<file path="config.mk">
export PLATFORM = sky130hd
export DESIGN_NAME = alu
export DESIGN_NICKNAME = d
export VERILOG_FILES = /design/src/rtl/alu.sv
export SDC_FILE = /design/constraint.sdc
export NUM_CORES = 1
export LEC_CHECK = 0
export CORE_MARGIN = 10
export CORE_UTILIZATION = 61
export CTS_CLUSTER_DIAMETER = 30
export CTS_CLUSTER_SIZE = 12
export DETAILED_ROUTE_END_ITERATION = 16
export PLACE_DENSITY = 0.88
export SYNTH_ARGS = -nofsm -noshare
export SYNTH_HDL_FRONTEND = slang
export SYNTH_SLANG_ARGS = --single-unit
export TNS_END_PERCENT = 20
</file>
<file path="constraint.sdc">
create_clock -name clk -period 1 [get_ports clk]
set_input_delay 0.2 -clock clk [delete_from_list [all_inputs] [get_ports clk]]
set_output_delay 0.2 -clock clk [all_outputs]
set_load 0.005 [all_outputs]
</file>
<file path="src/rtl/alu.sv">
// Registered 32-bit integer ALU for the execute stage: one clock from operands to result/zero.
// Optional flag outputs (negative, carry, overflow) are built only when ALU_FLAGS_EN is defined.
module alu #(
  parameter int WIDTH = 32
) (
  input  logic             clk,
  input  logic             rst,
  input  logic [WIDTH-1:0] a,
  input  logic [WIDTH-1:0] b,
  input  logic [2:0]       alu_control,
  output logic [WIDTH-1:0] result,
  output logic             zero
`ifdef ALU_FLAGS_EN
  ,
  output logic             negative,
  output logic             carry,
  output logic             overflow
`endif
);

  localparam int SHW = $clog2(WIDTH);

  localparam logic [2:0] OP_ADD = 3'b000;
  localparam logic [2:0] OP_SUB = 3'b001;
  localparam logic [2:0] OP_SRA = 3'b010;
  localparam logic [2:0] OP_SLL = 3'b011;
  localparam logic [2:0] OP_SRL = 3'b100;
  localparam logic [2:0] OP_AND = 3'b101;
  localparam logic [2:0] OP_OR  = 3'b110;
  localparam logic [2:0] OP_SLT = 3'b111;

  logic [WIDTH-1:0] result_d, result_q;
  logic             zero_d, zero_q;
  logic [WIDTH-1:0] add_r, sub_r;
  logic [SHW-1:0]   shamt;

  // Only the low log2(WIDTH) bits of b form the shift amount.
  assign shamt = b[SHW-1:0];

`ifdef ALU_FLAGS_EN
  logic [WIDTH:0] add_x, sub_x;
  logic           neg_d, neg_q;
  logic           carry_d, carry_q;
  logic           ovf_d, ovf_q;

  assign add_x = {1'b0, a} + {1'b0, b};
  assign sub_x = {1'b0, a} - {1'b0, b};
  assign add_r = add_x[WIDTH-1:0];
  assign sub_r = sub_x[WIDTH-1:0];
`else
  assign add_r = a + b;
  assign sub_r = a - b;
`endif

  always_comb begin
    result_d = '0;
    unique case (alu_control)
      OP_ADD:  result_d = add_r;
      OP_SUB:  result_d = sub_r;
      OP_SRA:  result_d = $unsigned($signed(a) >>> shamt);
      OP_SLL:  result_d = a << shamt;
      OP_SRL:  result_d = a >> shamt;
      OP_AND:  result_d = a & b;
      OP_OR:   result_d = a | b;
      OP_SLT:  result_d = {{(WIDTH-1){1'b0}}, ($signed(a) < $signed(b))};
      default: result_d = '0;
    endcase
    // Derived from result_d so zero never lags the result it describes.
    zero_d = (result_d == '0);
  end

`ifdef ALU_FLAGS_EN
  always_comb begin
    neg_d   = result_d[WIDTH-1];
    carry_d = 1'b0;
    ovf_d   = 1'b0;
    if (alu_control == OP_ADD) begin
      carry_d = add_x[WIDTH];
      ovf_d   = (a[WIDTH-1] == b[WIDTH-1]) && (add_r[WIDTH-1] != a[WIDTH-1]);
    end else if (alu_control == OP_SUB) begin
      // Carry on subtract is "no borrow", i.e. a >= b unsigned.
      carry_d = ~sub_x[WIDTH];
      ovf_d   = (a[WIDTH-1] != b[WIDTH-1]) && (sub_r[WIDTH-1] != a[WIDTH-1]);
    end
  end

  always_ff @(posedge clk or posedge rst) begin
    if (rst) begin
      neg_q   <= 1'b0;
      carry_q <= 1'b0;
      ovf_q   <= 1'b0;
    end else begin
      neg_q   <= neg_d;
      carry_q <= carry_d;
      ovf_q   <= ovf_d;
    end
  end

  assign negative = neg_q;
  assign carry    = carry_q;
  assign overflow = ovf_q;
`endif

  // No handshake: operands are captured on every rising edge while rst is low.
  always_ff @(posedge clk or posedge rst) begin
    if (rst) begin
      result_q <= '0;
      zero_q   <= 1'b1;
    end else begin
      result_q <= result_d;
      zero_q   <= zero_d;
    end
  end

  assign result = result_q;
  assign zero   = zero_q;

endmodule

</file>
==> run summary, run 1 <==
Once the clock tree was built, the setup fixing pass inserted 103 buffers. Before CTS, the worst setup slack after placement is -3.31 ns. Placement-stage cell area: 0.0164 mm².

Hold repair after CTS inserted 0 buffers. Share of flip-flops with an asynchronous set or reset after synthesis: 1.00. Once the clock tree was built, the resizer swapped 580 gates to a different size. The tools report the row count as 49. The number of clock buffers added by TritonCTS is 5.

Among all cell types in the netlist, the one instantiated most often is sky130_fd_sc_hd__nand2_1. Ranked by instance count, the synthesized netlist is headed by 141 x sky130_fd_sc_hd__nand2_1, 123 x sky130_fd_sc_hd__a21oi_1, 122 x sky130_fd_sc_hd__nor2_1. The tools report the stage where the flow stopped as clock tree synthesis (4_1_cts). The flow did not finish. Counting every sink on the clock net gives 33. The fraction of post-synthesis cell area in the top cell type by area was 0.109; the worst-case clock buffer depth was 2. The total nets after synthesis is 1702, and the total standard cell area after synthesis is 0.0111 mm².

Ranked by total cell area, the synthesized netlist is headed by sky130_fd_sc_hd__ha_1 11%, sky130_fd_sc_hd__mux4_2 8.5%, sky130_fd_sc_hd__mux2i_1 7.8%. During placement, the flow inserted port buffers numbering 101. In this run, synthesis inferred 0 flip-flops with an integrated enable. For the count of mapped cells out of synthesis, the log shows 1534.

The H-tree was split into 2 levels. Once placement completed, the tool counted placed cells totaling 2306. For the number of warnings issued by yosys, the log shows 0. The leading register cell type out of synthesis was sky130_fd_sc_hd__dfrtp_1. The average size of a mapped cell was 7.25 µm²; the number of ports placed on the die boundary was 102. The post-synthesis cell type count is 87. The die outline height works out to 155 µm.

Portion of the post-synthesis area used by sequential elements: 0.0744. Count of state elements after synthesis: 33. The routability congestion estimate came out at 1.34. For the starting utilization of the core area, the log shows 0.619. In this run the clock root is driven by a sky130_fd_sc_hd__clkbuf_16. Detailed placement ended at an HPWL of 57400 µm. The tool reported: "[ERROR DPL-0038] Utilization greater than 100%, impossible to legalize". The biggest area consumer among synthesized cells is sky130_fd_sc_hd__ha_1. In this run the horizontal extent of the chip is 155 µm.
-- kinds of logic after synthesis --
| logic type | share of synthesized area |
|---|---|
| xor+xnor | 0.0189 |
| mux | 0.193 |
| fa+ha+maj | 0.113 |
| flops | 0.0744 |
| simple gates | 0.209 |
| compound gates | 0.309 |
| buf+inv | 0.0836 |
-- through the flow --
stage                     utilization  hold slack (ns)  TNS [ns]
after floorplan                     -            0.328    -58.08
after detailed placement        0.913            0.597    -78.95
after global placement          0.913            0.554    -70.69
==> run 2, diff against run 1 <==
Settings changed: CORE_UTILIZATION 61 to 40, CTS_CLUSTER_DIAMETER 30 to unset, CTS_CLUSTER_SIZE 12 to unset, PLACE_DENSITY 0.88 to unset, PLACE_DENSITY_LB_ADDON set to 0.15.
==> run summary, run 2 <==
Counting the buffers created by CTS gives 5. The portion of the post-synthesis area used by sequential elements is 0.0744. In this run the number of H-tree levels came out at 2. The core area is 0.0272 mm². The number of global-route vias before repair was 16600. The run gives 0 as the number of warnings issued by yosys. In this run the static leakage power is 0.00883 µW.

The number of flops mapped to enable cells by yosys was 0; the relative slew slack was 0.520. Wires add up to 72700 µm. The tools report the utilization of the core after routing as 0.721.

Row generation in the floorplan step produced 60 rows. The fraction of post-synthesis cell area in the top cell type by area was 0.109. Final HPWL from detailed placement: 55000 µm. The post-route worst setup slack was -2.53 ns; the transition at the pin with the smallest max-transition slack was 0.712 ns.

In the layout the commonest cells are 648 x sky130_fd_sc_hd__buf_4, 136 x sky130_fd_sc_hd__nand2_1, 107 x sky130_fd_sc_hd__nor2_1. Total via count in the routed design: 16900. Most frequent standard cell in the layout excluding fill and tap cells: sky130_fd_sc_hd__buf_4. The leading register cell type out of synthesis was sky130_fd_sc_hd__dfrtp_1. The tools report the area of all placed cells without fillers as 0.0196 mm².

Ranked by instance count, the synthesized netlist is headed by 141 x sky130_fd_sc_hd__nand2_1, 123 x sky130_fd_sc_hd__a21oi_1, 122 x sky130_fd_sc_hd__nor2_1. The synthesized design contains 33 register bits. During I/O placement, the number of pins put on the boundary was 102.

From synthesis to final layout, the design area changed by 76.3%. Across the run, the number of max-cap violations was 0. The number of antenna violations at the first check in global routing is 1. For the number of hold violations in the final report, the log shows 0. The tools report the placement-stage cell area as 0.0171 mm².

The min-delay analysis places its worst path in the category in -> async. The worst setup path is captured at a flip-flop. The detailed router finished its first iteration with 2451 violations. Average size of a mapped cell: 7.25 µm².

The required time at the worst-slack endpoint was 1.24 ns; the layout net count was 2403. Buffers placed on the I/O ports in this run total 101. Yosys mapped the design onto 87 distinct sky130hd cell types. The final reports fail on setup timing. Critical path launch point: b[0]. Count of mapped cells out of synthesis: 1534. Clock tree synthesis selected as its root buffer the cell sky130_fd_sc_hd__clkbuf_16. Setup repair after global routing could not meet its margin everywhere.

The x dimension of the die is 187 µm, and the first-pass GRT wire length is 106000 µm. After synthesis, the cell types taking the most area are sky130_fd_sc_hd__ha_1 11%, sky130_fd_sc_hd__mux4_2 8.5%, sky130_fd_sc_hd__mux2i_1 7.8%. Summed over all layers, the global routing overflow is 0. Dividing the detail-routed wire length by the instance count gives 27.9 µm. The number of flip-flops in the largest register was 32.

The biggest area consumer among synthesized cells is sky130_fd_sc_hd__ha_1. The starting utilization of the core area is 0.409, and the TritonCTS sink count is 33. The run finished, with violations left. For this run, design rule violations remaining after detail routing come to 0. The worst path in the final design needs a cycle of 3.53 ns, including I/O delays and setup.

The congestion estimate from routability-driven global placement came to 1.11. The die covers 0.0349 mm². In the post-synthesis netlist, the cell with the most instances is sky130_fd_sc_hd__nand2_1. The tools report the total count of max-transition violations in the final report as 0. After clock tree synthesis, the flow added hold-fix buffers numbering 0.

The path type of the worst setup path is in -> reg. STA classifies the critical path startpoint as a primary input. The die is 187 µm tall. TritonCTS built the clock tree.

Synthesis produced a netlist with a net count of 1702. The share of final-layout standard cells stronger than drive strength 1 works out to 0.508. The share of flip-flops with an asynchronous set or reset after synthesis is 1.00. The number of iterations in the first detailed-routing pass came out at 6.

The share of the clock period used by the worst path works out to 3.53. Across the VDD grid, the largest voltage drop is 0.561 mV. The highest net fanout along the worst path came out at 12. OpenSTA, run right after detailed placement, puts the worst setup slack at -3.19 ns. The logs give 284 MHz for the highest clock frequency the design can meet and 34 for the pin count of the biggest net entering global routing. After detailed routing, the number of vias per cell comes to 6.48.

The clock passes through at most 2 buffers. The cell area power density is 805 mW/mm², and the global-route usage over all layers is 0.390. In this run the remaining antenna-violating nets after routing total 0. The logs give 38 for the final count of negative-setup-slack endpoints and 0.0111 mm² for the total standard cell area after synthesis. Data on the critical path arrives at its endpoint at 3.77 ns.

The clock transition at the register clock pins on the worst setup and hold paths after CTS works out to 0.07 ns.
==> run 2: cell counts after synthesis <==
No cell type changed its count.
==> run 2: worst max-delay path, stage by stage <==
cell	delay, ns
sky130_fd_sc_hd__buf_16	0.11
sky130_fd_sc_hd__buf_4	0.13
sky130_fd_sc_hd__buf_6	0.19
sky130_fd_sc_hd__mux4_2	0.58
sky130_fd_sc_hd__nand2_1	0.10
sky130_fd_sc_hd__a21oi_1	0.11
sky130_fd_sc_hd__or4_1	0.54
sky130_fd_sc_hd__a2111o_1	0.39
sky130_fd_sc_hd__o31ai_2	0.28
sky130_fd_sc_hd__o41ai_2	0.14
sky130_fd_sc_hd__nor4_2	0.33
sky130_fd_sc_hd__nand4_1	0.15
sky130_fd_sc_hd__nor4b_2	0.27
sky130_fd_sc_hd__and4bb_1	0.24
==> run 2: worst paths after layout <==
check / to / slack, ns
max in group asynchronous: zero / 0.50
min in group clk: result[30] / 0.66
min: result[28] / 0.25
max: zero / -2.53
==> run 2: per-stage QoR <==
stage	total power [µW]	hold slack, ns	setup TNS [ns]	cells
after floorplan	6010	0.328	-58.08	1534
after global placement	11500	0.559	-74.26	2508
after detailed placement	11600	0.574	-75.74	2508
after CTS	14900	0.265	-48.98	2591
after global routing	16300	0.278	-53.59	2609
final	15800	0.246	-52.06	2610
==> run 2: layer usage <==
layer | part of all wire | global-route usage | vias to the layer above
li1 | - | - | 7190
met1 | 0.37 | 0.474 | 8011
met2 | 0.43 | 0.607 | 1326
met3 | 0.11 | 0.0929 | 385
met4 | 0.085 | 0.251 | 2
met5 | 0.00030 | 0 | -
==> run 2: cells by family (layout without fill, tap and decap cells) <==
logic type,Yosys count,count (layout),synth area share
xor+xnor,24,24,0.0189
fa+ha+maj,99,99,0.113
mux,158,158,0.193
simple gates,475,475,0.209
buf+inv,233,935,0.0836
flops,33,33,0.0744
other cells,0,2,0
compound gates,512,512,0.309
==> run 2: area by class of cell <==
class | count | area (µm²)
repair buffers | 831 | 6800
well taps | 372 | 465
diodes | 2 | 5.00
multi-input cells | 1268 | 10900
flip-flops and latches | 33 | 827
clock buffers | 5 | 125
inverters | 96 | 390
fillers | 2223 | 7570
clock inverters | 3 | 65.1
==> run 2: repair_timing <==
item,CTS,global route
pin swaps,125,79
gates cloned,2,0
gates resized for setup,594,119
setup buffers,77,25
setup endpoints to repair,66,53
hold endpoints to repair,0,0
==> run 2: where the power goes <==
| part | switching, µW | internal (µW) | total (µW) |
|---|---|---|---|
| registers | 59.4 | 1540 | 1600 |
| logic | 6320 | 5670 | 12000 |
| clock network | 752 | 1430 | 2180 |
Note: power is estimated with default switching activity, not from simulation.
==> RTL change 1: new RTL, config.mk and constraints of run 2 <==
Register the output `result` once more, cleared by the reset; this adds one clock of latency there. The other outputs are not delayed to match. Comments in the files are not updated.
--- a/src/rtl/alu.sv
+++ b/src/rtl/alu.sv
@@ -112,7 +112,13 @@
     end
   end
 
-  assign result = result_q;
+  always_ff @(posedge clk or posedge rst) begin
+    if (rst) begin
+      result <= '0;
+    end else begin
+      result <= result_q;
+    end
+  end
   assign zero   = zero_q;
 
 endmodule
Behaviour: not the same (Yosys sat finds a counterexample within 4 cycles, from zero or initial values and one cycle with rst high).
==> RTL change 1 against run 2 <==
The run still ends with setup timing left; total power grew 21%; cell area increased by 9.4%; core utilization is 0.22 points higher; clock power is 51% higher; sequential power is 100% higher; synthesized area increased by 8.3%; sequential cell count rose by 32; setup slack better by 0.27 ns; routed wire length increased by 0.17%; synthesized cell count is 3.2% higher; sequential share of layout area up 3.4 points; critical endpoint unchanged; highest routed layer is now met4.
==> RTL change 1: results (changes against run 2) <==
Global route
  • Antenna violations before repair: 0 (was 1)
  • Vias in the first global route: 17300 (was 16600)
  • GR Util met1: 45.8% (was 47.4%)
  • Met3 Use GR: 6.55% (was 9.29%)
  • Total GRT Usage: 36.4% (was 39.0%)
  • First-pass GRT wire length: 107000 um (was 106000 um)

Detailed routing
  • Met3 WL: 7660 um (was 8110 um)
  • Wire per inst: 26.5 um (was 27.9 um)
  • Max Used Layer: met4 (was met5)
  • Via/cell ratio: 6.37 (was 6.48)
  • First-pass DRT Iterations: 7 (was 6)
  • WL met1: 27900 um (was 27100 um)
  • Met2 WL: 32700 um (was 31300 um)

Placed design
  • Cells after DPL: 2644 (was 2508)
  • DP Wirelength: 57900 um (was 55000 um)
  • Routability cong.: 1.10 (was 1.11)
  • Setup WS pre-CTS: -3.02 ns (was -3.19 ns)
  • DP Area: 19000 sq um (was 17100 sq um)

Timing
  • Hold_ws: 0.345 ns (was 0.246 ns)
  • Normalized max-slew margin: 53.1% (was 52.0%)
  • Setup TNS: -51.67 ns (was -52.06 ns)
  • Worst setup margin: -2.26 ns (was -2.53 ns)
  • Final setup fails: 51 (was 38)

Cells and area
  • Final nets: 2528 (was 2403)
  • Share of cells above drive strength 1: 52.7% (was 50.8%)
  • Finished Layout Cells: 2754 (was 2610)
  • Fillcell total: 2304 (was 2223)
  • Antenna diodes: 0 (was 2)

Logic synthesis
  • Cell count after synthesis: 1583 (was 1534)
  • Most instantiated cells after synthesis: nand2_1 (147), nor2_1 (134), a21oi_1 (106), inv_1 (103), ha_1 (97) (was nand2_1 (141), a21oi_1 (123), nor2_1 (122), o21ai_0 (99), ha_1 (97))

Worst setup path
  • CP arrival: 3.49 ns (was 3.77 ns)
  • Critical-path top delay cell: o211ai_1 (was mux4_2)
  • Max incr delay on CP: 0.36 ns (was 0.58 ns)

Clocking
  • H-tree Lvls: 3 (was 2)
  • Postcts setup bufs: 85 (was 77)
  • PostCTS Resize Cnt: 523 (was 594)
  • Clock-pin transition on the worst setup and hold timing paths: 0.05 ns (was 0.07 ns)

Power
  • Leakage power: 9.83 nW (was 8.83 nW)
  • Max IR drop VDD: 0.760 mV (was 0.561 mV)

Outcome
  • Outcome: finished with violations (unchanged)
  • Failing checks: setup timing (unchanged)

Min path
  • Worst hold-check path type: register to register (was primary input to async pin)
-- RTL change 1: kinds of logic (layout without fill, tap and decap cells) --
kind of cell               after synthesis  in the layout  synth area share (%)
buffers and inverters                  237           1018                  7.75
AOI/OAI and AO/OA                      517            517                  29.9
and+or+nand+nor                        509            509                  20.5
adders and majority gates               99             99                  10.4
DFF                                     65             65                  13.5
xor gates and xnor gates                11             11                 0.800
muxes                                  145            145                  17.0
-- RTL change 1: layout make-up --
type	instances	area, sq um	area share (%)
Clock inverter	5	80.1	0.373
Sequential cell	65	1630	7.59
Inverter	104	444	2.07
Multi-Input combinational cell	1281	11100	52.0
Clock buffer	10	239	1.11
Timing Repair Buffer	899	7420	34.6
Tap cell	390	488	2.28
-- RTL change 1: power groups by stage --
stage               Clock [W]  Sequential, W  Combinational, W
global route          0.00348        0.00326            0.0131
finish                0.00329        0.00321            0.0126
global placement            0        0.00323            0.0106
floorplan                   0        0.00326           0.00467
detailed placement          0        0.00327            0.0108
CTS                   0.00334        0.00323            0.0119
==> RTL change 2: new RTL, flow settings as in run 2 <==
Without the edit above. Build with the macro `ALU_FLAGS_EN` defined.
--- a/src/rtl/alu.sv
+++ b/src/rtl/alu.sv
@@ -1,5 +1,7 @@
 // Registered 32-bit integer ALU for the execute stage: one clock from operands to result/zero.
 // Optional flag outputs (negative, carry, overflow) are built only when ALU_FLAGS_EN is defined.
+`define ALU_FLAGS_EN
+
 module alu #(
   parameter int WIDTH = 32
 ) (
Check against the original RTL (old outputs only; new: carry, negative and overflow): equivalent (Yosys induction, for registers that start in step).
==> RTL change 2 against run 2 <==
The flow still finishes with violations (setup timing); cell area fell by 3.4%; total power fell by 0.39%; cell count fell by 5.3%; sequential share of layout area rose by 0.41 points; count of clock-buffer cells in the layout did not move; setup slack got worse by 0.40 ns; critical endpoint unchanged; routed wire length fell by 8.4%; non-clock buffer count fell by 24; highest routed layer unchanged; sequential cell count rose by 2; fmax fell by 10%; first-iteration DRC count fell by 6.6%; synthesized area fell by 5.6%.
==> RTL change 2: results (changes against run 2) <==
Timing
  • Normalized max-slew margin: 46.0% (was 52.0%)
  • Final setup fails: 49 (was 38)
  • Hold_ws: 0.198 ns (was 0.246 ns)
  • Worst setup margin: -2.93 ns (was -2.53 ns)

Logic synthesis
  • Seq/Total Area, Yosys: 8.36% (was 7.44%)
  • Post-Synth Adder-Cell Area: 11.9% (was 11.3%)
  • Syn Nets: 1599 (was 1702)
  • Cell count after synthesis: 1431 (was 1534)
  • Largest family of logic cells by synthesized area: compound AO/OA/AOI/OAI gates (unchanged)
  • Compound-Gate Fraction of Synth Area: 30.4% (was 30.9%)
  • XOR/XNOR Fraction of Synth Area: 1.50% (was 1.89%)
  • Main synth FF type: dfrtp_1 (unchanged)
  • Most instantiated cells after synthesis: nand2_1 (149), nor2_1 (113), a21oi_1 (106), inv_1 (99), ha_1 (97) (was nand2_1 (141), a21oi_1 (123), nor2_1 (122), o21ai_0 (99), ha_1 (97))
  • Netlist cell types: 86 (was 87)
  • Post-synthesis mux area share: 17.6% (was 19.3%)
  • Synth area leaders: ha_1 (12%), mux4_2 (11%), dfrtp_1 (8.1%) (was ha_1 (11%), mux4_2 (8.5%), mux2i_1 (7.8%))
  • Ys Warns: 0 (unchanged)
  • Asr flop ratio synth: 100% (unchanged)

Cells and area
  • Max reg flops: 31 (was 32)
  • Share of cells above drive strength 1: 52.7% (was 50.8%)
  • Final nets: 2300 (was 2403)

Clocking
  • Clock-pin transition on the worst setup and hold timing paths: 0.10 ns (was 0.07 ns)
  • CTS buffer count: 5 (unchanged)
  • H-tree Lvls: 2 (unchanged)

Global route
  • Total GRT Usage: 37.8% (was 39.0%)
  • Largest net degree at the start of global routing: 28 (was 34)
  • Antenna violations before repair: 3 (was 1)
  • Vias in the first global route: 15300 (was 16600)
  • First-pass GRT wire length: 97000 um (was 106000 um)

Detailed routing
  • First-pass DRT Iterations: 8 (was 6)
  • Initial DRC Count: 2290 (was 2451)
  • Via/cell ratio: 6.49 (was 6.48)
  • Wire per inst: 27.0 um (was 27.9 um)
  • Vias: 16000 (was 16900)

Worst setup path
  • CP max FO: 15 (was 12)
  • Critical-path top delay cell: mux4_2 (unchanged)
  • Top Family by Delay on Critical Path: simple AND/OR/NAND/NOR gates (unchanged)
  • Max incr delay on CP: 0.58 ns (about the same)
  • CP arrival: 4.15 ns (was 3.77 ns)

Power
  • Leakage power: 8.59 nW (was 8.83 nW)
  • Max IR drop VDD: 0.641 mV (was 0.561 mV)

Placed design
  • DP Wirelength: 51900 um (was 55000 um)
  • Routability cong.: 1.12 (was 1.11)
  • PortBufs: 104 (was 101)
  • Cells after DPL: 2369 (was 2508)

Outcome
  • Outcome: finished with violations (unchanged)
  • Failing checks: setup timing (unchanged)
[RTL change 2: cell count changes after synthesis, sizes merged, moves of 15 or more]
cell | run 2 | this run
nor3 | 50 | 34
o21ai | 109 | 94
mux2 | 29 | 13
nand3 | 25 | 46
clkbuf | 95 | 76
mux2i | 87 | 55
o211ai | 44 | 29
a21oi | 123 | 106
[RTL change 2: power by group]
group	leakage, nW	switching, W	internal (W)	total [W]
Clock	0.0838	0.000982	0.00119	0.00217
Combinational	8.08	0.00613	0.00572	0.0119
Sequential	0.428	0.0000578	0.00163	0.00169
Total	8.59	0.00717	0.00854	0.0157
[RTL change 2: routing by layer]
| metal | routed length, um | GRT usage, % | share of wire (%) | up-vias |
|---|---|---|---|---|
| met3 | 8600 | 10.1 | 13 | 286 |
| li1 | - | - | - | 6782 |
| met1 | 25300 | 47.8 | 38 | 7701 |
| met5 | 18 | 0 | 0.027 | - |
| met4 | 4030 | 19.1 | 6.0 | 2 |
| met2 | 28700 | 58.1 | 43 | 1267 |
[RTL change 2: per-stage QoR]
step	instance area [sq um]	setup WS, ns	TNS, ns
3_5_place_dp	16200	-3.69	-88.45
4_1_cts	18400	-2.92	-58.15
3_3_place_gp	16200	-3.59	-86.66
6_report	18900	-2.93	-58.11
5_1_grt	18900	-3.05	-59.98
2_1_floorplan	10700	-3.11	-63.28
[RTL change 2: how the worst max path moves through the flow]
stage / startpoint / endpoint / slack (ns) / depth (start not counted)
global placement: a[0] / zero / -3.59 / 16
finish: b[0] / zero / -2.93 / 16
CTS: b[0] / zero / -2.92 / 13
global route: b[0] / zero / -3.05 / 15
floorplan: b[1] / zero / -3.11 / 17
detailed placement: a[0] / zero / -3.69 / 17
[RTL change 2: what timing repair did]
| action | 4_1_cts | 5_1_grt |
|---|---|---|
| resized for setup | 618 | 113 |
| buffers inserted | 71 | 24 |
| pin swaps | 85 | 65 |
| setup endpoints to repair | 71 | 70 |
| cloned | 3 | 4 |
[RTL change 2: cell type report]
cell class / instances / area [sq um]
clock buffer: 5 / 125
inverter: 101 / 417
fill: 2030 / 6970
tap: 335 / 419
sequential: 35 / 877
timing repair buffer: 807 / 6660
antenna: 4 / 10.0
multi-input combinational: 1182 / 10400
clock inverter: 3 / 43.8
[RTL change 2: kinds of logic (layout without fill, tap and decap cells)]
group	count (synthesis)	count (layout)
multiplexers	119	119
AO/OA/AOI/OAI	469	469
flip-flops	35	35
adder cells (fa/ha/maj)	99	99
buffers and inverters	214	916
AND/OR/NAND/NOR	477	477
XOR/XNOR	18	18
other	0	4
